[config.mk]
export PLATFORM = sky130hd
export DESIGN_NAME = ats_cmd_frontend
export DESIGN_NICKNAME = d
export VERILOG_FILES = /design/src/rtl/ats_cmd_frontend.sv
export SDC_FILE = /design/constraint.sdc
export NUM_CORES = 1
export LEC_CHECK = 0
export BUFFER_PORTS_ARGS = -buffer_cell sky130_fd_sc_hd__buf_2
export CAP_MARGIN = 5
export CORE_AREA = 2 2 146 148
export DETAILED_ROUTE_END_ITERATION = 7
export DIE_AREA = 0 0 148 150
export PLACE_DENSITY = 0.84
export SLEW_MARGIN = 25
export SYNTH_ARGS = -nofsm -noshare
export SYNTH_HDL_FRONTEND = slang
export SYNTH_SLANG_ARGS = --single-unit
export TNS_END_PERCENT = 100
[constraint.sdc]
create_clock -name clk -period 10.8 [get_ports clk]
set_input_delay 1.62 -clock clk [delete_from_list [all_inputs] [get_ports clk]]
set_output_delay 1.62 -clock clk [all_outputs]
set_load 0.02 [all_outputs]
[src/rtl/ats_cmd_frontend.sv]
// Multi-client split-word instruction capture front-end for the ATS timer core.
// Each client builds a {hi, lo} instruction in a holding register; a round-robin arbiter feeds a tagged output FIFO.
module ats_cmd_frontend #(
  parameter int unsigned NUM_CLIENTS = 2,
  parameter int unsigned WORD_W      = 16,
  parameter int unsigned FIFO_DEPTH  = 4,
  parameter int unsigned OPC_W       = 3
) (
  input  logic                                               clk,
  input  logic                                               reset,
  input  logic                                               req,
  input  logic [NUM_CLIENTS*WORD_W-1:0]                      ctrl,
  output logic                                               ready,
  output logic                                               out_valid,
  input  logic                                               out_ready,
  output logic [((NUM_CLIENTS > 1) ? $clog2(NUM_CLIENTS) : 1)-1:0] out_client,
  output logic [2*WORD_W-1:0]                                out_instr,
  output logic [$clog2(FIFO_DEPTH):0]                        fifo_count,
  output logic [NUM_CLIENTS-1:0]                             overflow,
  input  logic                                               clr_overflow
);

  localparam int unsigned CW = (NUM_CLIENTS > 1) ? $clog2(NUM_CLIENTS) : 1;
  localparam int unsigned PW = $clog2(FIFO_DEPTH);
  localparam int unsigned IW = 2 * WORD_W;
  localparam logic [PW:0] FULL = (PW + 1)'(FIFO_DEPTH);

  typedef enum logic {S_IDLE, S_WAIT_LO} state_e;

  state_e                 state_q      [NUM_CLIENTS];
  state_e                 state_d      [NUM_CLIENTS];
  logic [WORD_W-1:0]      hi_q         [NUM_CLIENTS];
  logic [WORD_W-1:0]      hi_d         [NUM_CLIENTS];
  logic [IW-1:0]          hold_q       [NUM_CLIENTS];
  logic [IW-1:0]          hold_d       [NUM_CLIENTS];
  logic [NUM_CLIENTS-1:0] hold_valid_q, hold_valid_d;
  logic [NUM_CLIENTS-1:0] ovf_q, ovf_d;
  logic [CW-1:0]          rr_q, rr_d;
  logic [IW-1:0]          mem_instr_q  [FIFO_DEPTH];
  logic [IW-1:0]          mem_instr_d  [FIFO_DEPTH];
  logic [CW-1:0]          mem_client_q [FIFO_DEPTH];
  logic [CW-1:0]          mem_client_d [FIFO_DEPTH];
  logic [PW-1:0]          wr_ptr_q, wr_ptr_d, rd_ptr_q, rd_ptr_d;
  logic [PW:0]            count_q, count_d;
  logic                   grant_vld, push, pop;
  logic [CW-1:0]          grant_idx;
  logic [PW-1:0]          head_idx;

  always_comb begin
    grant_vld = 1'b0;
    grant_idx = '0;
    for (int unsigned k = 0; k < NUM_CLIENTS; k++) begin
      if (!grant_vld && hold_valid_q[(32'(rr_q) + k) % NUM_CLIENTS]) begin
        grant_vld = 1'b1;
        grant_idx = CW'((32'(rr_q) + k) % NUM_CLIENTS);
      end
    end
  end

  assign out_valid = (count_q != '0);
  assign pop       = out_valid && out_ready;
  assign push      = grant_vld && ((count_q < FULL) || pop);
  assign ready     = (hold_valid_q == '0) && (count_q < FULL);

  always_comb begin
    hold_valid_d = hold_valid_q;
    ovf_d        = clr_overflow ? '0 : ovf_q;
    for (int unsigned i = 0; i < NUM_CLIENTS; i++) begin
      state_d[i] = state_q[i];
      hi_d[i]    = hi_q[i];
      hold_d[i]  = hold_q[i];
      if (push && (grant_idx == CW'(i))) hold_valid_d[i] = 1'b0;
      case (state_q[i])
        S_IDLE: begin
          if (req && (ctrl[i*WORD_W+WORD_W-1 -: OPC_W] != '0)) begin
            hi_d[i]    = ctrl[i*WORD_W +: WORD_W];
            state_d[i] = S_WAIT_LO;
          end
        end
        S_WAIT_LO: begin
          state_d[i] = S_IDLE;
          if (hold_valid_q[i]) begin
            ovf_d[i] = 1'b1;
          end else begin
            hold_d[i]       = {hi_q[i], ctrl[i*WORD_W +: WORD_W]};
            hold_valid_d[i] = 1'b1;
          end
        end
        default: state_d[i] = S_IDLE;
      endcase
    end
  end

  always_comb begin
    rr_d     = push ? CW'((32'(grant_idx) + 1) % NUM_CLIENTS) : rr_q;
    wr_ptr_d = push ? wr_ptr_q + 1'b1 : wr_ptr_q;
    rd_ptr_d = pop  ? rd_ptr_q + 1'b1 : rd_ptr_q;
    count_d  = count_q;
    if (push && !pop)      count_d = count_q + 1'b1;
    else if (!push && pop) count_d = count_q - 1'b1;
    for (int unsigned j = 0; j < FIFO_DEPTH; j++) begin
      mem_instr_d[j]  = mem_instr_q[j];
      mem_client_d[j] = mem_client_q[j];
    end
    if (push) begin
      mem_instr_d[wr_ptr_q]  = hold_q[grant_idx];
      mem_client_d[wr_ptr_q] = grant_idx;
    end
  end

  // When empty, show the slot just popped (never overwritten until the next push)
  // so the outputs hold their last value without a separate output register.
  assign head_idx   = (count_q == '0) ? rd_ptr_q - 1'b1 : rd_ptr_q;
  assign out_instr  = mem_instr_q[head_idx];
  assign out_client = mem_client_q[head_idx];
  assign fifo_count = count_q;
  assign overflow   = ovf_q;

  always_ff @(posedge clk or posedge reset) begin
    if (reset) begin
      for (int unsigned i = 0; i < NUM_CLIENTS; i++) begin
        state_q[i] <= S_IDLE;
        hi_q[i]    <= '0;
        hold_q[i]  <= '0;
      end
      for (int unsigned j = 0; j < FIFO_DEPTH; j++) begin
        mem_instr_q[j]  <= '0;
        mem_client_q[j] <= '0;
      end
      hold_valid_q <= '0;
      ovf_q        <= '0;
      rr_q         <= '0;
      wr_ptr_q     <= '0;
      rd_ptr_q     <= '0;
      count_q      <= '0;
    end else begin
      state_q      <= state_d;
      hi_q         <= hi_d;
      hold_q       <= hold_d;
      mem_instr_q  <= mem_instr_d;
      mem_client_q <= mem_client_d;
      hold_valid_q <= hold_valid_d;
      ovf_q        <= ovf_d;
      rr_q         <= rr_d;
      wr_ptr_q     <= wr_ptr_d;
      rd_ptr_q     <= rd_ptr_d;
      count_q      <= count_d;
    end
  end

endmodule

==> impl_results.md <==
* Setup bufs post-CTS at 0
* DRC at 0
* Post-Syn Area at 11100 sq um
* Cells after Synth at 974
* Gpl congestion at 0.811
* Share of the synthesized area in the top cell type at 0.544
* Fmax at a little under 200 MHz
* Outcome: finished clean
* Clock tree buffer depth at 3
* Synthesized Nets at 1017
* Root Buffer Master: clkbuf_16
* CP delay by family, top: simple AND/OR/NAND/NOR gates
* Synth Register Bits at 242
* RSZ-0062 raised after global routing: no
* # rows at 53
* Hold Violations, Final at 0
* Asr flop ratio synth at 1.00
* Nets at 1056
* Pleak at 5.51 nW
* Peak fanout along the critical path at 44
* First-pass GRT wire length at ~40 mm
* Setup TNS at 0 ns
* Vias in the first global route at ~7500
* Max H-tree Level at 1
* Crit path capture type: output port
* Crit path buffers/inverters at 3
* Initial Util at 0.538
* Ant. Diodes at 0
* Routed length per instance at 19.2 microns
* Worst Tran Pin Value at ~1.0 ns
* Power density cells at 361 nW/um^2
* Maximum number of pins on one net before global-route repair at 103
* DR vias at roughly 7600
* Max_slew headroom at 0.317
* Area delta synth->final at 10.9%
* CTS hold repair buffers at 0
* Core area at just over 20000 sq um
* Chip width at 148 microns
* Port bufs at 76
* Max-cap violations at 0
* Largest stage delay, worst path at 0.58 ns
* Ys Warns at 0
* Synth area leader: dfrtp_1
* Commonest cells in the netlist: 242 x dfrtp_1, 104 x nand2_1, 84 x o21ai_1
* Setup CP Type: reg2out
* Worst-skew pair later-pin latency at 0.52 ns
* Clk sinks at 242
* Slowest cell on crit path: nor3_4
* Final Power at 4.46 mW
* Critical Path Source Type: register
* Initial antenna violation count at 0
* Worst Path Required at 9.18 ns
* Clock slew at reported path FFs at 0.06 ns
* Cts repair resizes at 0
* Netlist cell types at 42
* Die area at 22200 sq um
* Avg Cell Area, Syn at 11.4 sq um
* CP arrival at approximately 3.6 ns
* CTS buffer count at 25
* Sequential area share after synthesis at 0.544
* Largest cells by area after synthesis: dfrtp_1 54%, mux2i_1 5.7%, mux2_2 5.6%
* Setup Skew at 0.00898 ns
* Count leader, synth: dfrtp_1
* Share of cells above drive strength 1 at 0.247
* Hold crit path type: reg2reg
* Iteration-0 DRC Markers at 541
* Die Y-Extent at roughly 150 microns
* DR vias/cell at 5.81
* Period utilization at 0.482
* Peak supply drop at 0.000167 V
* GRT Total Usage at 0.230
* Number of top-level pins at 77
* FILL cells at 1638
* Antenna Nets Post-Route at 0
* Final Non-Filler Cells at around 1300
* Ys flop type: dfrtp_1
* WL final at 25.0 mm
* HPWL Detailed at 16.7 mm
* Final setup fails at 0
* Min Tclk post-route at 5.21 ns
* Fin. max-slew vios at 0
* EDFF count, synth at 0
* Cell Chain, Critical Path: nor3_4 > buf_4 > inv_2 > or3_4 > nand2_4 > o2bb2ai_1 > buf_2
* Detailed Routing Iterations Pass 1 at 5
* CTS tree: done
* Total grt overflow at 0
* Placed insts at 1261
## tightest hold or removal path, delay by kind of cell (launching register included)
family             cells  cell delay (ns)
and+or+nand+nor        1             0.05
AOI/OAI and AO/OA      1             0.06
DFF                    1             0.34
## state kept, by name (all words and copies together) (netlist names)
register      cells
hold_q           64
hold_valid_q      2
wr_ptr_q          2
hi_q             32
fifo_count        3
rr_q              1
mem_instr_q     128
overflow          2
mem_client_q      4
rd_ptr_q          2
state_q           2
## per-stage QoR
stage / setup slack (ns) / hold WS, ns / instance area, sq um / util
global route: 5.41 / 0.501 / 12300 / 0.597
floorplan: 2.54 / 0.449 / 11100 / -
CTS: 5.62 / 0.482 / 12300 / 0.597
detailed placement: 6.16 / 0.469 / 11600 / 0.560
global placement: 6.28 / 0.462 / 11600 / 0.560
finish: 5.59 / 0.482 / 12300 / 0.597
## metal layers
metal  vias up  GRT usage  share of wire
li1       3516          -              -
met3        53     0.0320          0.054
met4         0     0.0638          0.024
met2       228      0.380           0.48
met1      3767      0.321           0.44
met5         -          0              0
## placed cells by master, fill, tap and decap left out, types with 2 or more instances in the layout
cell	instances
xor2_1	2
nor3_1	4
mux2_2	55
o31ai_1	2
ha_1	5
o21ai_0	55
mux2i_1	63
dfrtp_2	2
nor2_1	68
mux2_1	39
a211oi_2	30
dfrtp_1	240
nand2_1	104
o21ai_1	83
nand3_1	2
a22o_1	6
nor2b_4	2
clkbuf_16	25
nand3_2	3
o2bb2ai_2	30
clkbuf_1	8
o32a_1	2
buf_2	76
clkbuf_8	5
buf_4	11
inv_1	10
a21oi_1	66
nand3b_1	2
xnor2_1	4
clkinv_2	3
## where the power goes
group	leakage [nW]	switching (mW)	internal, mW
logic	2.22	1.31	0.750
clock network	0.369	0.336	0.459
registers	2.92	0.289	1.31
## cell type report
type / count / area (sq um) / area share
Sequential cell: 242 / 6060 / 0.491
Multi-Input combinational cell: 645 / 4680 / 0.379
Clock buffer: 38 / 724 / 0.0587
Timing Repair Buffer: 87 / 463 / 0.0375
Tap cell: 275 / 344 / 0.0279
Inverter: 12 / 52.6 / 0.00426
Clock inverter: 4 / 23.8 / 0.00193
## worst paths after layout
check                                 start                to  slack, ns  depth (start not counted)
setup reg to reg              fifo_count[0]     fifo_count[2]       7.62                         10
setup / recovery              fifo_count[0]      out_instr[0]       5.59                          7
min in group asynchronous             reset          hi_q[26]       1.18                          2
max in group asynchronous             reset        hold_q[23]       7.36                          4
hold / removal             mem_instr_q[123]  mem_instr_q[123]       0.48                          2
hold reg to reg            mem_instr_q[123]  mem_instr_q[123]       0.48                          2
## kinds of logic after synthesis
family | share of synthesized area
buf+inv | 0.0402
mux | 0.152
compound gates | 0.179
simple gates | 0.0724
flops | 0.544
xor+xnor | 0.00472
fa+ha+maj | 0.00742
(Power assumes the default switching activity.)
